==> src/rtl/axi4_ram_master.sv <==
// Single-outstanding AXI4 initiator: turns RAM-style wr/rd requests into
// single-beat INCR transactions and returns a one-cycle ack per request.
module axi4_ram_master #(
  parameter logic [3:0] AXI_ID = 4'd0
) (
  input  logic        clk_i,
  input  logic        rst_i,

  input  logic [3:0]  ram_wr_i,
  input  logic        ram_rd_i,
  input  logic [31:0] ram_addr_i,
  input  logic [31:0] ram_write_data_i,
  output logic        ram_accept_o,
  output logic        ram_ack_o,
  output logic [31:0] ram_read_data_o,
  output logic        ram_error_o,

  output logic        axi_awvalid_o,
  output logic [31:0] axi_awaddr_o,
  output logic [3:0]  axi_awid_o,
  output logic [7:0]  axi_awlen_o,
  output logic [1:0]  axi_awburst_o,
  input  logic        axi_awready_i,

  output logic        axi_wvalid_o,
  output logic [31:0] axi_wdata_o,
  output logic [3:0]  axi_wstrb_o,
  output logic        axi_wlast_o,
  input  logic        axi_wready_i,

  input  logic        axi_bvalid_i,
  input  logic [1:0]  axi_bresp_i,
  input  logic [3:0]  axi_bid_i,
  output logic        axi_bready_o,

  output logic        axi_arvalid_o,
  output logic [31:0] axi_araddr_o,
  output logic [3:0]  axi_arid_o,
  output logic [7:0]  axi_arlen_o,
  output logic [1:0]  axi_arburst_o,
  input  logic        axi_arready_i,

  input  logic        axi_rvalid_i,
  input  logic [31:0] axi_rdata_i,
  input  logic [1:0]  axi_rresp_i,
  input  logic [3:0]  axi_rid_i,
  input  logic        axi_rlast_i,
  output logic        axi_rready_o
);

  // state  | meaning
  // IDLE   | ready to accept a request
  // WR     | AW and/or W beat still outstanding
  // WRESP  | waiting for the B response
  // RADDR  | AR beat outstanding
  // RDATA  | waiting for the R beat
  typedef enum logic [2:0] {
    S_IDLE, S_WR, S_WRESP, S_RADDR, S_RDATA
  } state_t;

  state_t      state_q, state_d;
  logic [31:0] addr_q, data_q, rdata_q;
  logic [3:0]  strb_q;
  logic        aw_pend_q, w_pend_q, ack_q, err_q;

  logic wr_req, rd_req, aw_hs, w_hs, ar_hs, b_hs, r_hs;
  logic unused_bits;

  assign unused_bits = ^{ram_addr_i[1:0], axi_bresp_i[0], axi_rresp_i[0]};

  // Write wins when both request kinds arrive together; the read is dropped.
  assign wr_req = (state_q == S_IDLE) & (|ram_wr_i);
  assign rd_req = (state_q == S_IDLE) & ram_rd_i & ~(|ram_wr_i);
  assign aw_hs  = axi_awvalid_o & axi_awready_i;
  assign w_hs   = axi_wvalid_o & axi_wready_i;
  assign ar_hs  = axi_arvalid_o & axi_arready_i;
  assign b_hs   = axi_bready_o & axi_bvalid_i;
  assign r_hs   = axi_rready_o & axi_rvalid_i;

  always_ff @(posedge clk_i or negedge rst_i) begin
    if (!rst_i) state_q <= S_IDLE;
    else        state_q <= state_d;
  end

  always_comb begin
    state_d = state_q;
    case (state_q)
      S_IDLE: begin
        if (wr_req)      state_d = S_WR;
        else if (rd_req) state_d = S_RADDR;
      end
      S_WR:    if ((~aw_pend_q | aw_hs) & (~w_pend_q | w_hs)) state_d = S_WRESP;
      S_WRESP: if (b_hs) state_d = S_IDLE;
      S_RADDR: if (ar_hs) state_d = S_RDATA;
      S_RDATA: if (r_hs) state_d = S_IDLE;
      default: state_d = S_IDLE;
    endcase
  end

  // Valids derive from state so an async reset drops them immediately.
  always_comb begin
    ram_accept_o  = (state_q == S_IDLE);
    axi_awvalid_o = (state_q == S_WR) & aw_pend_q;
    axi_wvalid_o  = (state_q == S_WR) & w_pend_q;
    axi_bready_o  = (state_q == S_WRESP);
    axi_arvalid_o = (state_q == S_RADDR);
    axi_rready_o  = (state_q == S_RDATA);
  end

  always_ff @(posedge clk_i or negedge rst_i) begin
    if (!rst_i) begin
      addr_q    <= '0;
      data_q    <= '0;
      strb_q    <= '0;
      rdata_q   <= '0;
      aw_pend_q <= 1'b0;
      w_pend_q  <= 1'b0;
      ack_q     <= 1'b0;
      err_q     <= 1'b0;
    end else begin
      if (wr_req) begin
        addr_q    <= {ram_addr_i[31:2], 2'b00};
        data_q    <= ram_write_data_i;
        strb_q    <= ram_wr_i;
        aw_pend_q <= 1'b1;
        w_pend_q  <= 1'b1;
      end else if (rd_req) begin
        addr_q    <= {ram_addr_i[31:2], 2'b00};
      end
      if (aw_hs) aw_pend_q <= 1'b0;
      if (w_hs)  w_pend_q  <= 1'b0;
      if (r_hs)  rdata_q   <= axi_rdata_i;
      ack_q <= b_hs | r_hs;
      if (b_hs)      err_q <= axi_bresp_i[1] | (axi_bid_i != AXI_ID);
      else if (r_hs) err_q <= axi_rresp_i[1] | (axi_rid_i != AXI_ID) | ~axi_rlast_i;
      else           err_q <= 1'b0;
    end
  end

  assign ram_ack_o       = ack_q;
  assign ram_error_o     = err_q;
  assign ram_read_data_o = rdata_q;

  assign axi_awaddr_o  = addr_q;
  assign axi_awid_o    = AXI_ID;
  assign axi_awlen_o   = 8'd0;
  assign axi_awburst_o = 2'b01;
  assign axi_wdata_o   = data_q;
  assign axi_wstrb_o   = strb_q;
  assign axi_wlast_o   = 1'b1;
  assign axi_araddr_o  = addr_q;
  assign axi_arid_o    = AXI_ID;
  assign axi_arlen_o   = 8'd0;
  assign axi_arburst_o = 2'b01;

endmodule

==> config.mk <==
export PLATFORM = sky130hd
export DESIGN_NAME = axi4_ram_master
export DESIGN_NICKNAME = d
export VERILOG_FILES = /design/src/rtl/axi4_ram_master.sv
export SDC_FILE = /design/constraint.sdc
export NUM_CORES = 1
export LEC_CHECK = 0
export ABC_CLOCK_PERIOD_IN_PS = 4550
export BUFFER_PORTS_ARGS = -buffer_cell sky130_fd_sc_hd__buf_2
export CORE_AREA = 2 2 112 114
export CTS_BUF_LIST = sky130_fd_sc_hd__clkbuf_8 sky130_fd_sc_hd__clkbuf_16
export DETAILED_ROUTE_END_ITERATION = 6
export DIE_AREA = 0 0 114 116
export HOLD_SLACK_MARGIN = 0.03
export PLACE_DENSITY = 0.72
export SETUP_SLACK_MARGIN = 0.2
export SLEW_MARGIN = 40
export SYNTH_ARGS = -nofsm -noshare
export SYNTH_HDL_FRONTEND = slang
export SYNTH_SLANG_ARGS = --single-unit
export TNS_END_PERCENT = 100
==> constraint.sdc <==
create_clock -name clk_i -period 4.55 [get_ports clk_i]
set_clock_uncertainty 0.05 [all_clocks]
set_input_delay 1.1375 -clock clk_i [delete_from_list [all_inputs] [get_ports clk_i]]
set_output_delay 1.1375 -clock clk_i [all_outputs]
set_load 0.1 [all_outputs]
==> impl_metrics.csv <==
group,metric,value,unit
run_status,status,"completed",
grt,grt_pass1_wl,15000,um
placement,dp_hpwl,7540,um
placement,globalplace.congestion,0.735,
final_layout,final_nets,664,
routing,drtPass1Iterations,4,
cts,cts_sinks,105,
routing,drt_wl_total,10000,um
cts,cts_tree,"yes",
floorplan,die_w,114,um
worst_hold_path,holdPathStages,1,
sta,slew_headroom,53.0,%
cts,post-cts-setup-buffer-count,0,
floorplan,die_h,116,um
yosys,syn_inst,321,
grt,track_usage,14.7,%
final_layout,synthToLayoutAreaGrowth,28.3,%
floorplan,die_area,13200,um2
yosys,synth-seq-cells,105,
cts,htree_levels,3,
cts,cts_hold_buf,0,
setup_path,r2r_cells,3,
yosys,yosys_warnings,0,
sta,fmax,331,MHz
setup_path,cp.arrival,1830,ps
cts,numCtsBuffers,9,
floorplan,rows,40,
final_layout,final_cell_mix,"buf_2, dfrtp_1, mux2_2",
routing,detail-route-antenna-nets,0,
setup_path,timing.reg2reg.setup_slack,2620,ps
final_layout,layout.cells.most_common,"buf_2",
yosys,synth_area_per_cell,14.7,um2
setup_path,cp.required,3360,ps
grt,gr-total-overflow,0,
sta,worstMarginPinSlew,704,ps
setup_path,crit_path_start_kind,"register",
cts,clk_pin_slew,70,ps
cts,clk_latency,350,ps
setup_path,timing.rr.start,"state_q[0]",
final_layout,fillers,1043,
grt,antenna_found_initial,0,
flow_run,maxCapViolCount,0,
sta,setup_tns,0,ps
sta,period_share,66.3,%
grt,grt_max_degree,91,
setup_path,criticalPathCategory,"register to output port",
cts,clock-root-buffer,"clkbuf_16",
grt,grt_pass1_vias,3079,
setup_path,crit_fanout,8,
routing,post_drt_wl_per_cell,14.4,um
routing,viasPerCell,4.49,
sta,drv_slew,0,
yosys,netlist.area_leader.share,55.9,%
sta,setup_viol,0,
worst_hold_path,min_from,"axi_wdata_o[14]",
sta,period_minus_slack,3020,ps
final_layout,diodes,0,
yosys,ys_seq_area_share,55.9,%
yosys,syn_area,4700,um2
placement,io_buffers,252,
yosys,synth.area.top_cells,"dfrtp_1, mux2_2, buf_4, mux2_4, mux2_1",
floorplan,core_area,11900,um2
yosys,synth_top_area_cell,"dfrtp_1",
cts,clock_path_buffers,2,
worst_hold_path,min_path_type,"register to register",
sta,hold_violations,0,
floorplan,ios,290,
routing,vias,3119,
yosys,synthDistinctLibCells,33,
sta,rsz0062_at_grt,"no",
routing,first_iter_violations,128,
routing,drc,0,
floorplan,start_util,39.5,%
setup_path,r2r-end,"axi_wdata_o[15]",
cts,ctsResizeCount,0,
worst_hold_path,worst_hold_path.endpoint,"axi_wdata_o[14]",
setup_path,end_kind,"output port",
yosys,synth_edf_count,0,
final_layout,drive_gt1_share,66.6,%
yosys,ys.flop_type,"dfrtp_1",
yosys,synthArstFlopShare,100,%
==> worst max path at each step <==
stage	depth (start not counted)	from	slack [ps]	endpoint
floorplan	5	state_q[0]	700	ram_read_data_o[0]
global placement	5	ram_wr_i[1]	1390	axi_araddr_o[8]
detailed placement	5	ram_wr_i[1]	1360	axi_araddr_o[13]
CTS	2	state_q[0]	1530	ram_accept_o
global route	3	state_q[2]	1400	axi_awvalid_o
finish	3	state_q[1]	1530	axi_awvalid_o
==> cell usage after synthesis, drive strengths merged, types with 3 or more instances <==
library cell  count
mux2             98
nor2              4
nand2             4
nand2b            4
o2bb2ai           3
dfrtp           105
buf              74
==> flip-flops by register name, indices dropped and copies added (netlist names) <==
register,count
ram_read_data_o,32
axi_araddr_o,30
w_pend_q,1
ram_error_o,1
axi_wdata_o,32
ram_ack_o,1
state_q,3
aw_pend_q,1
axi_wstrb_o,4
==> area by class of cell <==
class                   count  area, um2  share of cell area (%)
flip-flops and latches    105       2630                    43.5
multi-input cells         171       1620                    26.8
repair buffers            255       1290                    21.4
clock buffers              12        267                    4.42
well taps                 147        184                    3.05
clock inverters             4       42.5                   0.705
inverters                   1       3.75                  0.0622
==> logic make-up after synthesis <==
kind of cell / after synthesis / synth area share [%]
multiplexers: 98 / 25.9
buffers and inverters: 76 / 12.2
other: 2 / 0.160
AO/OA/AOI/OAI: 13 / 2.23
AND/OR/NAND/NOR: 27 / 3.70
flip-flops: 105 / 55.9
==> per-stage QoR <==
stage / hold WS (ps) / area (um2) / std cells / utilization (%) / worst slack, ps
final: 436 / 6040 / 695 / 50.7 / 1530
after global routing: 454 / 6040 / 695 / 50.7 / 1400
after CTS: 441 / 6030 / 695 / 50.7 / 1530
after detailed placement: 427 / 5720 / 679 / 48.1 / 1360
after global placement: 418 / 5720 / 679 / 48.0 / 1390
after floorplan: 434 / 4820 / 352 / - / 695
==> layer usage <==
metal | share of wire, % | routed length [um] | global-route usage [%] | vias to the layer above
met5 | 0 | 0 | 0 | -
met4 | 2.1 | 212 | 7.64 | 0
met3 | 7.7 | 768 | 4.34 | 14
met2 | 52 | 5220 | 26.0 | 139
met1 | 38 | 3830 | 15.9 | 1518
li1 | - | - | - | 1448
==> critical path, cell delays in order (launching register included) <==
cell	delay [ps]
dfrtp_1	440
nor2_1	390
and3_1	230
buf_2	430
Power is not shown: default switching activity piles up to over one toggle a cycle in this logic, so the estimate is an artifact.
